**src/rtl/muldiv_unit.sv**
```systemverilog
// ============================================================================
// muldiv_unit : iterative 32-bit MIPS multiply/divide unit owning HI/LO.
// Revision    : 1.0 - initial release
// ============================================================================
`default_nettype none

module muldiv_unit (
  input  logic        clk,
  input  logic        rst_n,
  input  logic        start,
  input  logic [2:0]  op,
  input  logic [31:0] a,
  input  logic [31:0] b,
  output logic        busy,
  output logic        done,
  output logic [31:0] hi,
  output logic [31:0] lo,
  output logic        div_by_zero
);

  typedef enum logic [1:0] {
    S_IDLE = 2'd0,
    S_CALC = 2'd1,
    S_FIX  = 2'd2
  } state_t;

  state_t      state_q;
  logic [4:0]  cnt_q;
  logic [63:0] acc_q;
  logic [63:0] acc_d;
  logic [31:0] opnd_q;
  logic [31:0] src_q;
  logic        is_div_q;
  logic        qneg_q;
  logic        rneg_q;
  logic        dz_q;
  logic        mt_pend_q;
  logic        mt_hi_q;
  logic        busy_q;
  logic        done_q;
  logic        dbz_q;
  logic [31:0] hi_q;
  logic [31:0] lo_q;

  // Request decode: op[2]=0 is arithmetic, op[1] selects divide, op[0] unsigned
  logic        op_arith;
  logic        op_mt;
  logic        op_signed;
  logic        op_div;
  logic        a_neg;
  logic        b_neg;
  logic [31:0] mag_a;
  logic [31:0] mag_b;

  assign op_arith  = ~op[2];
  assign op_mt     = op[2] & ~op[1];
  assign op_signed = ~op[0];
  assign op_div    = op[1];
  assign a_neg     = op_signed & a[31];
  assign b_neg     = op_signed & b[31];
  assign mag_a     = a_neg ? (32'd0 - a) : a;
  assign mag_b     = b_neg ? (32'd0 - b) : b;

  // One iteration of the shared accumulator: shift-add or restoring divide
  logic [32:0] mul_sum;
  logic [32:0] div_shift;
  logic        div_ge;
  logic [31:0] div_diff;

  assign mul_sum   = {1'b0, acc_q[63:32]} + {1'b0, (acc_q[0] ? opnd_q : 32'd0)};
  assign div_shift = {acc_q[63:32], acc_q[31]};
  assign div_ge    = (div_shift >= {1'b0, opnd_q});
  assign div_diff  = div_shift[31:0] - opnd_q;

  always_comb begin
    acc_d = acc_q;
    if (is_div_q) begin
      if (div_ge) begin
        acc_d = {div_diff, acc_q[30:0], 1'b1};
      end else begin
        acc_d = {div_shift[31:0], acc_q[30:0], 1'b0};
      end
    end else begin
      acc_d = {mul_sum, acc_q[31:1]};
    end
  end

  logic [63:0] prod_fix;
  logic [31:0] quot_fix;
  logic [31:0] rem_fix;

  assign prod_fix = qneg_q ? (64'd0 - acc_q) : acc_q;
  assign quot_fix = qneg_q ? (32'd0 - acc_q[31:0]) : acc_q[31:0];
  assign rem_fix  = rneg_q ? (32'd0 - acc_q[63:32]) : acc_q[63:32];

  always_ff @(posedge clk or negedge rst_n) begin
    if (!rst_n) begin
      state_q   <= S_IDLE;
      cnt_q     <= 5'd0;
      acc_q     <= 64'd0;
      opnd_q    <= 32'd0;
      src_q     <= 32'd0;
      is_div_q  <= 1'b0;
      qneg_q    <= 1'b0;
      rneg_q    <= 1'b0;
      dz_q      <= 1'b0;
      mt_pend_q <= 1'b0;
      mt_hi_q   <= 1'b0;
      busy_q    <= 1'b0;
      done_q    <= 1'b0;
      dbz_q     <= 1'b0;
      hi_q      <= 32'd0;
      lo_q      <= 32'd0;
    end else begin
      done_q <= 1'b0;

      // MTHI/MTLO commit one edge after acceptance without ever raising busy
      if (mt_pend_q) begin
        mt_pend_q <= 1'b0;
        done_q    <= 1'b1;
        if (mt_hi_q) begin
          hi_q <= src_q;
        end else begin
          lo_q <= src_q;
        end
      end

      case (state_q)
        S_IDLE: begin
          if (start) begin
            if (op_arith) begin
              src_q    <= a;
              is_div_q <= op_div;
              qneg_q   <= a_neg ^ b_neg;
              rneg_q   <= a_neg;
              cnt_q    <= 5'd0;
              busy_q   <= 1'b1;
              if (op_div) begin
                opnd_q <= mag_b;
                acc_q  <= {32'd0, mag_a};
                if (b == 32'd0) begin
                  dz_q    <= 1'b1;
                  state_q <= S_FIX;
                end else begin
                  dz_q    <= 1'b0;
                  state_q <= S_CALC;
                end
              end else begin
                opnd_q  <= mag_a;
                acc_q   <= {32'd0, mag_b};
                dz_q    <= 1'b0;
                state_q <= S_CALC;
              end
            end else if (op_mt) begin
              src_q     <= a;
              mt_pend_q <= 1'b1;
              mt_hi_q   <= ~op[0];
            end
          end
        end

        S_CALC: begin
          acc_q <= acc_d;
          cnt_q <= cnt_q + 5'd1;
          if (cnt_q == 5'd31) begin
            state_q <= S_FIX;
          end
        end

        S_FIX: begin
          state_q <= S_IDLE;
          busy_q  <= 1'b0;
          done_q  <= 1'b1;
          if (dz_q) begin
            hi_q  <= src_q;
            lo_q  <= 32'hFFFF_FFFF;
            dbz_q <= 1'b1;
          end else if (is_div_q) begin
            hi_q  <= rem_fix;
            lo_q  <= quot_fix;
            dbz_q <= 1'b0;
          end else begin
            hi_q <= prod_fix[63:32];
            lo_q <= prod_fix[31:0];
          end
        end

        default: begin
          state_q <= S_IDLE;
          busy_q  <= 1'b0;
        end
      endcase
    end
  end

  assign busy        = busy_q;
  assign done        = done_q;
  assign hi          = hi_q;
  assign lo          = lo_q;
  assign div_by_zero = dbz_q;

endmodule

`default_nettype wire

```
**config.mk**
```make
export PLATFORM = sky130hd
export DESIGN_NAME = muldiv_unit
export DESIGN_NICKNAME = d
export VERILOG_FILES = /design/src/rtl/muldiv_unit.sv
export SDC_FILE = /design/constraint.sdc
export NUM_CORES = 1
export LEC_CHECK = 0
export ABC_AREA = 1
export CORE_UTILIZATION = 50
export DETAILED_ROUTE_END_ITERATION = 8
export PLACE_DENSITY_LB_ADDON = 0.05
export SETUP_SLACK_MARGIN = 0.3
export SYNTH_ARGS = -nofsm -noshare
export SYNTH_HDL_FRONTEND = slang
export SYNTH_SLANG_ARGS = --single-unit
```
**constraint.sdc**
```tcl
create_clock -name clk -period 2.9 [get_ports clk]
set_clock_uncertainty 0.1 [all_clocks]
set_input_delay 0.58 -clock clk [delete_from_list [all_inputs] [get_ports clk]]
set_output_delay 0.58 -clock clk [all_outputs]
set_load 0.02 [all_outputs]
```
==> metrics.cfg <==
[power_and_ir_drop]
p_per_area_mw_per_mm2 = 1280
peakVddDrop_uv = 762
p_int_mw = 13.8
pwr-share-clk = 0.108
switching_share = 0.553
p_leak_nw = 12.3
combPwrFrac = 0.690
power_switching_mw = 17.1
p_seq_frac = 0.202

[synth]
yosysMostFrequentCell = nand2_1
async_reset_ff_frac = 1.00
synth_edf_count = 0
synthFlopType = dfrtp_1
synth_area_per_cell_um2 = 5.94
synth.area.top_cells = dfrtp_1 (26%), nand2_1 (23%), inv_1 (8.4%), nand3_1 (7.2%), nor2_1 (6.2%)
ys_ff_latch = 208
syn-num-nets = 3478
synth.top_cell.area_share = 0.263
ys_seq_area_frac = 0.263
synthDistinctLibCells = 54
syn_inst = 3336
yosys.area.top_type = dfrtp_1
synthTopCellsByCount = nand2_1 (1193), inv_1 (442), nor2_1 (325), nand3_1 (286), dfrtp_1 (208)
netlist_area_mm2 = 0.0198
yosys_warnings = 0

[status]
status = finished clean

[route]
wl_per_cell_um = 21.5
viasPerCell = 5.83
num_vias = 23700
drt-total-wl_um = 87400
remaining_drc_errors = 0
drt_iter0_drc = 3166
drtPass1Iterations = 8
ant_nets = 0

[floorplanning]
fp.dieH_um = 201
die_area_mm2 = 0.0405
design.core.area_mm2 = 0.0389
rows = 72
dieWidth_um = 201
start_util = 0.509
io_pins = 137

[cells_and_area]
diodes = 0
fillers = 3852
stdcell_count = 4063
layout-drive-gt1-share = 0.109
syn2layout_area_growth_pct = 21.3
final_util = 0.618
final_nets = 3669

[sta]
layout_min_cycle_time_ns = 2.58
worst_pin_slew_ns = 0.963
fmax_mhz = 388
rsz0062_at_grt = true
maxSlewViolCount = 0
max_slew_margin = 0.357
layout_setup_ws_ns = 0.320
fin_setup_tns_ns = 0
setup_viol = 0
hold_viol_final = 0
period_share = 0.890

[worst_setup_path]
cp_data_arrival_time_ns = 2.96
crit_type = register to register
r2r_slack_ns = 0.32
worstPathMaxFanout = 13
setup.worst_path.start_class = register
crit_path_end_kind = register
cp.required_ns = 3.28

[global_route]
grt_max_degree = 67
grt_pass1_vias = 22300
grt_usage = 0.423
grt_overflow_total = 0
antenna_found_initial = 3
grt_pass1_wl_um = 131000

[place]
dp.cells = 4006
port_buffers = 136
finalWeightedCongestion = 1.09
place_ws_ns = 0.0279
hpwlAfterDp_um = 69700

[hold_path]
hp-class = register to register

[cts]
clock-sinks = 208
clkSlewWorstSetupHoldPaths_ns = 0.06
cts_max_level = 1
insertion_delay_ns = 0.57
cts_tree = done
cts_made_buffers = 24
clockBufferDepth = 3
root_buffer = clkbuf_16

[flow_run]
cap_violations = 0

==> logic make-up (layout without fill, tap and decap cells) <==
logic type,after synthesis,after routing,share of synthesized area
AND/OR/NAND/NOR,1946,1946,0.408
flip-flops,208,208,0.263
XOR/XNOR,79,79,0.0349
buffers and inverters,565,774,0.111
adder cells (fa/ha/maj),72,72,0.0462
AO/OA/AOI/OAI,466,466,0.138
==> worst max-delay path: stages (launching register included) <==
cell     delay (ns)
dfrtp_1        0.39
inv_1          0.11
ha_2           0.43
nand2_1        0.16
nor2_4         0.14
nand2_1        0.09
nor2_2         0.15
nand2_1        0.09
nand2_2        0.08
nor2_4         0.05
nand2_8        0.15
buf_4          0.19
nand2_1        0.06
o21ai_0        0.19
nand2_1        0.07
nand2_1        0.06
==> routing by layer <==
layer	vias to the layer above	track usage	wire length [µm]	part of all wire
met2	1509	0.648	37200	0.43
li1	11100	-	-	-
met1	10800	0.558	33900	0.39
met3	296	0.0892	10600	0.12
met4	6	0.231	5600	0.064
met5	-	0	81	0.00093
==> power groups by stage <==
stage	Clock [mW]	Sequential [mW]	Combinational, mW
2_1_floorplan	0	5.89	12.3
3_3_place_gp	0	6.03	19.1
3_5_place_dp	0	6.06	19.4
4_1_cts	3.33	6.03	19.7
5_1_grt	3.43	6.28	23.2
6_report	3.35	6.22	21.3
==> final timing paths <==
check	endpoint	depth (start not counted)	start
worst min register to register	lo[14]$_DFFE_PN0P_	2	lo[14]$_DFFE_PN0P_
worst max register to register	acc_q[58]$_DFFE_PN0P_	15	opnd_q[23]$_DFFE_PN0P_
worst min-delay path	lo[14]$_DFFE_PN0P_	2	lo[14]$_DFFE_PN0P_
max in group asynchronous	opnd_q[0]$_DFFE_PN0P_	3	rst_n
min in group asynchronous	acc_q[59]$_DFFE_PN0P_	2	rst_n
worst max-delay path	acc_q[58]$_DFFE_PN0P_	15	opnd_q[23]$_DFFE_PN0P_
==> state kept, by name (all words and copies together) (netlist names) <==
register     flops
rneg_q           1
src_q           32
opnd_q          32
state_q          2
acc_q           64
div_by_zero      1
done             1
busy             1
mt_hi_q          1
qneg_q           1
hi              32
dz_q             1
is_div_q         1
lo              32
cnt_q            5
mt_pend_q        1
==> cell type report <==
type / count / area [µm²] / share of cell area
multi-input cells: 2563 / 13100 / 0.544
clock buffers: 30 / 653 / 0.0272
clock inverters: 14 / 193 / 0.00801
repair buffers: 277 / 2550 / 0.106
inverters: 453 / 1700 / 0.0709
well taps: 518 / 648 / 0.0270
flip-flops and latches: 208 / 5230 / 0.217
==> cell usage in the layout (no fill, tap or decap), types with 4 or more instances in the layout <==
cell | synthesis | layout
nand3_2 | 4 | 9
nand2_2 | 9 | 44
nor4_1 | 5 | 4
nor2_1 | 325 | 301
ha_1 | 70 | 35
xnor2_1 | 11 | 11
or2_2 | 8 | 8
clkdlybuf4s50_1 | 0 | 135
o21bai_1 | 19 | 17
bufinv_16 | 0 | 4
o211ai_1 | 26 | 26
nand3_1 | 286 | 280
ha_4 | 0 | 24
ha_2 | 0 | 11
a22oi_1 | 6 | 6
nand2_1 | 1193 | 1157
o221ai_1 | 40 | 40
buf_12 | 0 | 10
nor2_2 | 17 | 33
dfrtp_1 | 208 | 192
a31oi_1 | 6 | 6
o21ai_0 | 189 | 185
nand3b_1 | 15 | 15
nor3_1 | 19 | 17
clkinv_2 | 0 | 6
xor2_1 | 68 | 67
o21ai_1 | 16 | 20
o21a_1 | 5 | 5
dfrtp_2 | 0 | 16
buf_4 | 2 | 130
nand4_1 | 47 | 47
nor2_4 | 6 | 14
clkbuf_16 | 0 | 24
a21oi_1 | 138 | 128
a21oi_2 | 3 | 13
inv_2 | 9 | 12
inv_1 | 442 | 438
and2_1 | 6 | 5
==> stage by stage <==
| step | cell area [µm²] | hold WS, ns | power, mW |
|---|---|---|---|
| 3_5_place_dp | 22400 | 0.364 | 25.5 |
| 5_1_grt | 24000 | 0.407 | 32.9 |
| 3_3_place_gp | 22400 | 0.365 | 25.2 |
| 4_1_cts | 23400 | 0.381 | 29.1 |
| 2_1_floorplan | 19800 | 0.184 | 18.2 |
| 6_report | 24000 | 0.381 | 30.9 |
==> repair_timing <==
item                                    in CTS  in global routing
hold endpoints to repair                    61                  0
buffers inserted                             2                 10
resized for setup                           21                141
pin swaps                                    2                 15
endpoints found under the setup margin      17                 46
hold buffers                                 1                  0
Note: power is estimated with default switching activity, not from simulation.
